<file path="config.mk">
export PLATFORM = sky130hd
export DESIGN_NAME = keypad_scanner_flat
export DESIGN_NICKNAME = d
export VERILOG_FILES = /design/src/rtl/keypad_scanner_pkg.sv /design/src/rtl/keypad_scanner_if.sv /design/src/rtl/keypad_scanner_scan_timer.sv /design/src/rtl/keypad_scanner.sv /design/src/flat_wrapper.sv
export SDC_FILE = /design/constraint.sdc
export NUM_CORES = 1
export LEC_CHECK = 0
export CORE_ASPECT_RATIO = 1.1
export CORE_MARGIN = 5
export CORE_UTILIZATION = 57
export CTS_CLUSTER_DIAMETER = 30
export DETAILED_ROUTE_END_ITERATION = 6
export GPL_ROUTABILITY_DRIVEN = 0
export PLACE_DENSITY = 0.79
export SLEW_MARGIN = 20
export SYNTH_ARGS = -nofsm -noshare
export SYNTH_HDL_FRONTEND = slang
export SYNTH_SLANG_ARGS = --single-unit
</file>
<file path="constraint.sdc">
create_clock -name clk -period 2.8 [get_ports clk]
set_clock_uncertainty 0.05 [all_clocks]
set_input_delay 0.42 -clock clk [delete_from_list [all_inputs] [get_ports clk]]
set_output_delay 0.42 -clock clk [all_outputs]
set_load 0.02 [all_outputs]
</file>
<file path="src/rtl/keypad_scanner_pkg.sv">
// Shared definitions for the 4x4 keypad scanner.
//   state_t      : scanner FSM states (SCAN, CONFIRM, RELEASE)
//   ROW_IDLE     : row pattern with no key pulling any row low
//   COL_RESET    : column drive pattern for column 0 (active-low, one-hot)
//   CODE_*       : bit positions of the row/column fields inside key_code
//   one_low()    : true when exactly one row bit is low
//   low_idx()    : index of the low row bit (only meaningful when one_low())
package keypad_pkg;

    typedef enum logic [1:0] {
        SCAN,
        CONFIRM,
        RELEASE
    } state_t;

    localparam logic [3:0] ROW_IDLE  = 4'b1111;
    localparam logic [3:0] COL_RESET = 4'b1110;

    localparam int unsigned CODE_ROW_MSB = 3;
    localparam int unsigned CODE_ROW_LSB = 2;
    localparam int unsigned CODE_COL_MSB = 1;
    localparam int unsigned CODE_COL_LSB = 0;

    function automatic logic one_low(input logic [3:0] r);
        logic [3:0] l;
        l = ~r;
        // A non-zero value with a single set bit clears to zero when ANDed with itself minus one.
        return (l != 4'd0) && ((l & (l - 4'd1)) == 4'd0);
    endfunction

    function automatic logic [1:0] low_idx(input logic [3:0] r);
        logic [1:0] idx;
        idx = 2'd0;
        if (!r[1]) idx = 2'd1;
        if (!r[2]) idx = 2'd2;
        if (!r[3]) idx = 2'd3;
        return idx;
    endfunction

endpackage

</file>
<file path="src/rtl/keypad_scanner_if.sv">
// Keypad pin and key-event bundle.
//   row       : keypad rows, active-low, pulled high on the board
//   col       : keypad column drive, one-hot active-low
//   key_valid : one-cycle pulse, key_code valid
//   key_code  : {row_idx, col_idx} of the last confirmed key
//   key_led   : bit key_code is set while that key is confirmed held
// master: scanner side; slave: board/consumer side.
interface keypad_scanner_if;
    logic [3:0]  row;
    logic [3:0]  col;
    logic        key_valid;
    logic [3:0]  key_code;
    logic [15:0] key_led;

    modport master (
        input  row,
        output col, key_valid, key_code, key_led
    );

    modport slave (
        output row,
        input  col, key_valid, key_code, key_led
    );
endinterface

</file>
<file path="src/rtl/keypad_scanner_scan_timer.sv">
// scan_timer: terminal cycle timer used for dwell, debounce and repeat periods.
//   clk  : system clock
//   rst  : asynchronous active-low reset (count returns to 0)
//   load : restart the period (count back to 0); has priority over en
//   en   : count this cycle
//   tick : high on the N-th enabled cycle since the last load; stays high
//          while enabled once the count has saturated at its terminal value
module scan_timer #(
    parameter int unsigned N = 8
) (
    input  logic clk,
    input  logic rst,
    input  logic load,
    input  logic en,
    output logic tick
);

    localparam int unsigned W    = $clog2(N + 1);
    localparam logic [W-1:0] LAST = W'(N - 1);

    logic [W-1:0] count;

    always_ff @(posedge clk or negedge rst) begin
        if (!rst) begin
            count <= '0;
        end else if (load) begin
            count <= '0;
        end else if (en && (count != LAST)) begin
            count <= count + W'(1);
        end
    end

    assign tick = en && (count == LAST);

endmodule

</file>
<file path="src/rtl/keypad_scanner.sv">
// keypad_scanner: 4x4 matrix keypad scanner with debounce.
// Drives one column low at a time, samples the rows on the last dwell cycle,
// debounces a single-key press, emits a one-cycle key_valid with key_code,
// and keeps a pressed-key LED map until the key is debounced as released.
// Ports:
//   clk : system clock
//   rst : asynchronous active-low reset
//   kp  : keypad_scanner_if.master (row in; col, key_valid, key_code, key_led out)
// Optional feature: define KEYPAD_REPEAT_EN for auto-repeat of a held key
// every REPEAT_CYC cycles; without it REPEAT_CYC is unused and no repeat
// timer exists.
module keypad_scanner
    import keypad_pkg::*;
#(
    parameter int unsigned SCAN_DIV     = 100000,
    parameter int unsigned DEBOUNCE_CYC = 1000000,
    parameter int unsigned REPEAT_CYC   = 50000000
) (
    input  logic             clk,
    input  logic             rst,
    keypad_scanner_if.master kp
);

    state_t     state, state_nx;
    logic [1:0] col_idx;
    logic [1:0] cand_row;
    logic [3:0] cand_pat;
    logic [3:0] code_nx;

    logic row_ok, row_idle, row_single;
    logic dwell_load, dwell_en, dwell_tick;
    logic deb_load, deb_en, deb_tick;
    logic col_step, capture, press, rel, rpt_fire, pulse;

    assign cand_pat   = ~(4'b0001 << cand_row);
    assign row_ok     = (kp.row == cand_pat);
    assign row_idle   = (kp.row == ROW_IDLE);
    assign row_single = one_low(kp.row);

    always_comb begin
        code_nx = '0;
        code_nx[CODE_ROW_MSB:CODE_ROW_LSB] = cand_row;
        code_nx[CODE_COL_MSB:CODE_COL_LSB] = col_idx;
    end

    scan_timer #(.N(SCAN_DIV)) u_dwell (
        .clk  (clk),
        .rst  (rst),
        .load (dwell_load),
        .en   (dwell_en),
        .tick (dwell_tick)
    );

    scan_timer #(.N(DEBOUNCE_CYC)) u_debounce (
        .clk  (clk),
        .rst  (rst),
        .load (deb_load),
        .en   (deb_en),
        .tick (deb_tick)
    );

`ifdef KEYPAD_REPEAT_EN
    logic rpt_load, rpt_en, rpt_tick;

    // Runs only while the confirmed key is held in RELEASE; any other row
    // pattern (release or glitch) restarts the period, as does each pulse.
    assign rpt_en   = (state == RELEASE) && row_ok;
    assign rpt_load = !rpt_en || rpt_tick;
    assign rpt_fire = rpt_en && rpt_tick;

    scan_timer #(.N(REPEAT_CYC)) u_repeat (
        .clk  (clk),
        .rst  (rst),
        .load (rpt_load),
        .en   (rpt_en),
        .tick (rpt_tick)
    );
`else
    logic unused_repeat_cyc;
    assign unused_repeat_cyc = ^REPEAT_CYC;
    assign rpt_fire = 1'b0;
`endif

    // State register
    always_ff @(posedge clk or negedge rst) begin
        if (!rst) begin
            state <= SCAN;
        end else begin
            state <= state_nx;
        end
    end

    // Next-state logic
    always_comb begin
        state_nx = state;
        unique case (state)
            SCAN:    if (dwell_tick && row_single) state_nx = CONFIRM;
            CONFIRM: begin
                if (!row_ok)       state_nx = SCAN;
                else if (deb_tick) state_nx = RELEASE;
            end
            RELEASE: if (deb_tick) state_nx = SCAN;
            default: state_nx = SCAN;
        endcase
    end

    // Control strobes; timers are held at zero outside the state that uses
    // them so every entry starts a full period.
    always_comb begin
        dwell_en   = (state == SCAN);
        dwell_load = (state != SCAN) || dwell_tick;
        deb_en     = ((state == CONFIRM) && row_ok) || ((state == RELEASE) && row_idle);
        deb_load   = (state == SCAN)
                  || ((state == CONFIRM) && deb_tick)
                  || ((state == RELEASE) && !row_idle);
        capture    = (state == SCAN) && dwell_tick && row_single;
        press      = (state == CONFIRM) && row_ok && deb_tick;
        rel        = (state == RELEASE) && deb_tick;
        col_step   = ((state == SCAN) && dwell_tick && !row_single)
                  || ((state == CONFIRM) && !row_ok)
                  || rel;
        pulse      = press || rpt_fire;
    end

    // Column index, candidate row and key outputs
    always_ff @(posedge clk or negedge rst) begin
        if (!rst) begin
            col_idx      <= '0;
            cand_row     <= '0;
            kp.key_valid <= 1'b0;
            kp.key_code  <= '0;
            kp.key_led   <= '0;
        end else begin
            kp.key_valid <= pulse;
            if (capture)  cand_row <= low_idx(kp.row);
            if (col_step) col_idx  <= col_idx + 2'd1;
            if (pulse) begin
                kp.key_code <= code_nx;
                kp.key_led  <= 16'd1 << code_nx;
            end else if (rel) begin
                kp.key_led  <= '0;
            end
        end
    end

    assign kp.col = ~(~COL_RESET << col_idx);

endmodule
</file>
<file path="src/flat_wrapper.sv">
// flat-port wrapper written by rule: the top's interface ports become plain ports
module keypad_scanner_flat import keypad_pkg::*;
#(
    parameter int unsigned SCAN_DIV     = 100000,
    parameter int unsigned DEBOUNCE_CYC = 1000000,
    parameter int unsigned REPEAT_CYC   = 50000000
)
  (clk, rst, kp_row, kp_col, kp_key_valid, kp_key_code, kp_key_led);
  keypad_scanner_if kp_i ();
  input  logic clk;
  input  logic rst;
  input wire logic [$bits(kp_i.row)-1:0] kp_row;
  output wire logic [$bits(kp_i.col)-1:0] kp_col;
  output wire logic [$bits(kp_i.key_valid)-1:0] kp_key_valid;
  output wire logic [$bits(kp_i.key_code)-1:0] kp_key_code;
  output wire logic [$bits(kp_i.key_led)-1:0] kp_key_led;
  assign kp_i.row = kp_row;
  assign kp_col = kp_i.col;
  assign kp_key_valid = kp_i.key_valid;
  assign kp_key_code = kp_i.key_code;
  assign kp_key_led = kp_i.key_led;
  keypad_scanner #(.SCAN_DIV(SCAN_DIV), .DEBOUNCE_CYC(DEBOUNCE_CYC), .REPEAT_CYC(REPEAT_CYC)) u_core (.clk(clk), .rst(rst), .kp(kp_i));
endmodule
</file>
==> metrics.md <==
| Metric | Value |
|---|---|
| Category of the worst setup path capture point | `flop` |
| Critical setup path kind | `input pin to flop` |
| RSZ-0062 raised after global routing | `false` |
| Simple-gate share of the synthesized area | `25.2%` |
| Number of H-tree branching levels | `3` |
| Horizontal die dimension | `83.3 um` |
| Path type of the worst min-delay path | `input pin to async pin` |
| Area of the die | `7540 um^2` |
| Post-CTS clock slew at the launch and capture registers of the worst setup and hold paths | `0.07 ns` |
| Share of total power in the clock network | `39.3%` |
| Number of inserted filler cells in the final layout | `408` |
| Final critical path time including I/O delays and setup | `2.31 ns` |
| Cell types occupying the most area after synthesis | `sky130_fd_sc_hd__dfrtp_1 (48%), sky130_fd_sc_hd__nand3_1 (5.4%), sky130_fd_sc_hd__xor2_1 (5.2%), sky130_fd_sc_hd__nor2_1 (3.7%), sky130_fd_sc_hd__o21ai_1 (3.4%)` |
| Vias | `2581` |
| Net count, final | `387` |
| Non-filler instance count after layout | `457` |
| CTS tree | `done` |
| Cell count after synthesis | `340` |
| Worst hold slack | `0.0144 ns` |
| Largest family of logic cells by synthesized area | `simple AND/OR/NAND/NOR gates` |
| Mean cell area of the mapped netlist | `9.90 um^2` |
| Combinational share of power | `9.3%` |
| Starting utilization of the core area | `58.3%` |
| Latest clock arrival within the worst-skew pair | `0.33 ns` |
| Wire length of the first global-routing pass | `11700 um` |
| Overall global routing resource usage | `18.9%` |
| Layout area overhead | `17.6%` |
| Placed cells | `441` |
| Post-synth cell types | `54` |
| Xor/xnor share of the synthesized area | `6.51%` |
| Synth Flop Type | `sky130_fd_sc_hd__dfrtp_1` |
| Average vias per placed instance | `5.65` |
| Cell internal pwr | `1.52 mW` |
| Number of pins exceeding their max-slew limit in the final report | `0` |
| Std-Cell Core Area | `5770 um^2` |
| Pin count of the biggest net entering global routing | `42` |
| I/O pin total | `31` |
| Hold violation total from the final report | `0` |
| Initial DRC count | `134` |
| Post-synthesis compound-gate area fraction | `12.6%` |
| Syn nets | `352` |
| Buffers added on ports | `30` |
| WP data arrival | `2.51 ns` |
| Total clock sinks | `64` |
| Design area | `3960 um^2` |
| Period Utilization, post-route | `82.4%` |
| Number of detailed-routing iterations run before antenna repair | `5` |
| Result of the run | `complete, no violations` |
| PostCTS Resize Cnt | `0` |
| Final core area utilization | `68.6%` |
| Static power due to leakage | `1.68 nW` |
| Final count of negative-setup-slack endpoints | `0` |
| Number of buffers inserted to repair setup after CTS | `0` |
| Actual transition at the worst max-transition pin | `0.552 ns` |
| Largest buffer count on any clock path | `2` |
| Post-synthesis instance area | `3370 um^2` |
| Data required time at the worst endpoint | `3.00 ns` |
| Die Span Y | `90.6 um` |
| Share of flip-flops with an asynchronous set or reset after synthesis | `100%` |
| Post-synthesis register bit count | `64` |
| Yosys top cell by area | `sky130_fd_sc_hd__dfrtp_1` |
| Number of enable flip-flop cells after synthesis | `0` |
| Sum of negative setup slack | `0 ns` |
| Share of cell area taken by muxes after synthesis | `2.34%` |
| Part of the Yosys area used for sequential elements | `47.6%` |
| VDD IR max | `0.274 mV` |
| Std cell rows | `29` |
| Worst setup SP type | `input pin` |
| Diode insertion count for antenna repair | `0` |
| Number of max-capacitance violations reported | `0` |
| Net switching fraction of the power | `24.9%` |
| Crit Path Max Fanout | `10` |
| Total clock buffers created by CTS | `9` |
| Post-route DRC violation count | `0` |
| Antenna-violating nets left | `0` |
| Share of power burned in registers | `51.4%` |
| Number of antenna violations at the first check in global routing | `0` |
| WL per Instance | `14.5 um` |
| Fraction of final layout cells sized beyond drive strength 1 | `10.3%` |
| Setup slack after placement | `0.149 ns` |
| Number of hold buffers added after CTS | `0` |
| Number of warnings issued by yosys | `0` |
| Cell area reported after detailed placement | `3760 um^2` |
| Reported net switching power | `504 uW` |
| Worst setup slack after layout | `0.494 ns` |
| Achievable clock frequency | `434 MHz` |
| Overall Power | `2.03 mW` |
| Power density of the placed cells | `512 nW/um^2` |
| Max_slew headroom | `62.9%` |
| Adder-cell share of the synthesized area | `2.23%` |
| Sum of routed wire length over all layers | `6640 um` |
| Top cell type's share of synthesized area | `47.6%` |
| Remaining global-route overflow | `0` |
| Number of global-route vias before repair | `2507` |
| Buffer type at the clock tree root | `sky130_fd_sc_hd__clkbuf_8` |
| Detailed placement HPWL | `4700 um` |
power groups by stage:
stage,sequential (mW),combinational [mW],clock [mW]
after floorplan,1.05,0.122,0
after global placement,1.05,0.184,0
after detailed placement,1.06,0.192,0
after CTS,1.04,0.193,0.813
after global routing,1.05,0.217,0.863
final,1.04,0.189,0.796
cell type report:
cell class                      instances  area (um^2)  area share (%)
Multi-Input combinational cell        253         1640            41.5
Sequential cell                        64         1600            40.5
Timing Repair Buffer                   39          388            9.80
Clock buffer                           13          159            4.01
Tap cell                               77         96.3            2.43
Clock inverter                          3         40.0            1.01
Inverter                                8         30.0           0.759
cells in the final DEF, fill, tap and decap left out, types with 3 or more instances in the layout:
cell type	instances
sky130_fd_sc_hd__dfrtp_1	64
sky130_fd_sc_hd__nand3_1	36
sky130_fd_sc_hd__nor2_1	33
sky130_fd_sc_hd__nand2_1	29
sky130_fd_sc_hd__clkdlybuf4s50_1	29
sky130_fd_sc_hd__o21ai_1	23
sky130_fd_sc_hd__xor2_1	20
sky130_fd_sc_hd__clkbuf_8	11
sky130_fd_sc_hd__a21oi_1	10
sky130_fd_sc_hd__and3_1	8
sky130_fd_sc_hd__inv_1	8
sky130_fd_sc_hd__o21ai_0	7
sky130_fd_sc_hd__or3_1	7
sky130_fd_sc_hd__buf_4	7
sky130_fd_sc_hd__ha_1	6
sky130_fd_sc_hd__or4_1	5
sky130_fd_sc_hd__nor3_1	5
sky130_fd_sc_hd__xnor2_1	5
sky130_fd_sc_hd__mux2_1	5
sky130_fd_sc_hd__and2_1	4
sky130_fd_sc_hd__nor2b_1	4
sky130_fd_sc_hd__o2111ai_1	4
sky130_fd_sc_hd__nand4_1	4
sky130_fd_sc_hd__o211ai_1	3
state kept, by name, indices dropped and copies added (netlist names):
| name | flops |
|---|---|
| u_core.cand_row | 2 |
| u_core.u_dwell.count | 17 |
| u_core.kp.key_led | 16 |
| u_core.col_idx | 2 |
| u_core.state | 2 |
| u_core.kp.key_code | 4 |
| u_core.u_debounce.count | 20 |
| u_core.kp.key_valid | 1 |
worst paths after layout:
check	end	slack [ns]	from	cells past startpoint
worst max register to register	u_core.u_debounce.count[18]	0.52	u_core.cand_row[1]	7
worst min register to register	u_core.u_dwell.count[0]	0.43	u_core.u_dwell.count[0]	1
worst max-delay path	u_core.u_debounce.count[18]	0.49	kp_row[0]	8
min in group clk	u_core.u_dwell.count[0]	0.43	u_core.u_dwell.count[0]	1
worst min-delay path	u_core.u_dwell.count[11]	0.01	rst	2
max in group asynchronous	u_core.u_debounce.count[2]	2.25	rst	2
kinds of logic after synthesis:
family	after synthesis
and+or+nand+nor	155
DFF	64
adders and majority gates	6
AOI/OAI and AO/OA	60
muxes	7
xor gates and xnor gates	25
buffers and inverters	23
critical path, cell delays in order:
cell	delay, ns
sky130_fd_sc_hd__clkdlybuf4s50_1	0.59
sky130_fd_sc_hd__nand2_1	0.17
sky130_fd_sc_hd__o21bai_1	0.23
sky130_fd_sc_hd__a21oi_4	0.27
sky130_fd_sc_hd__buf_12	0.17
sky130_fd_sc_hd__o21ai_1	0.13
sky130_fd_sc_hd__or3_1	0.37
sky130_fd_sc_hd__a21oi_1	0.15
layer usage:
metal / up-vias / part of all wire (%) / track usage [%]
met5: - / 0 / 0
met4: 0 / 1.2 / 7.77
met3: 7 / 3.4 / 3.38
met2: 51 / 52 / 33.2
met1: 1237 / 44 / 22.9
li1: 1286 / - / -
synthesized netlist by cell type, types with 2 or more instances:
cell / n
sky130_fd_sc_hd__nor2_1: 33
sky130_fd_sc_hd__xor2_1: 20
sky130_fd_sc_hd__mux2_2: 2
sky130_fd_sc_hd__and4_1: 2
sky130_fd_sc_hd__mux2_1: 5
sky130_fd_sc_hd__nand3_1: 36
sky130_fd_sc_hd__nor3_1: 5
sky130_fd_sc_hd__inv_1: 8
sky130_fd_sc_hd__dfrtp_1: 64
sky130_fd_sc_hd__o21ai_0: 7
sky130_fd_sc_hd__nand4b_1: 2
sky130_fd_sc_hd__o211ai_1: 3
sky130_fd_sc_hd__nand2b_1: 2
sky130_fd_sc_hd__o2111ai_1: 4
sky130_fd_sc_hd__nand4_1: 4
sky130_fd_sc_hd__and2_1: 4
sky130_fd_sc_hd__buf_6: 2
sky130_fd_sc_hd__and3_1: 8
sky130_fd_sc_hd__o21a_1: 2
sky130_fd_sc_hd__nor4_1: 2
sky130_fd_sc_hd__nand2_1: 29
sky130_fd_sc_hd__ha_1: 6
sky130_fd_sc_hd__a21oi_1: 10
sky130_fd_sc_hd__clkbuf_1: 4
sky130_fd_sc_hd__o21ai_1: 23
sky130_fd_sc_hd__buf_2: 5
sky130_fd_sc_hd__nor2b_1: 4
sky130_fd_sc_hd__or4_1: 5
sky130_fd_sc_hd__nand3b_1: 2
sky130_fd_sc_hd__xnor2_1: 5
sky130_fd_sc_hd__buf_4: 3
sky130_fd_sc_hd__or3_1: 7
Power figures use the tool's default switching activity.
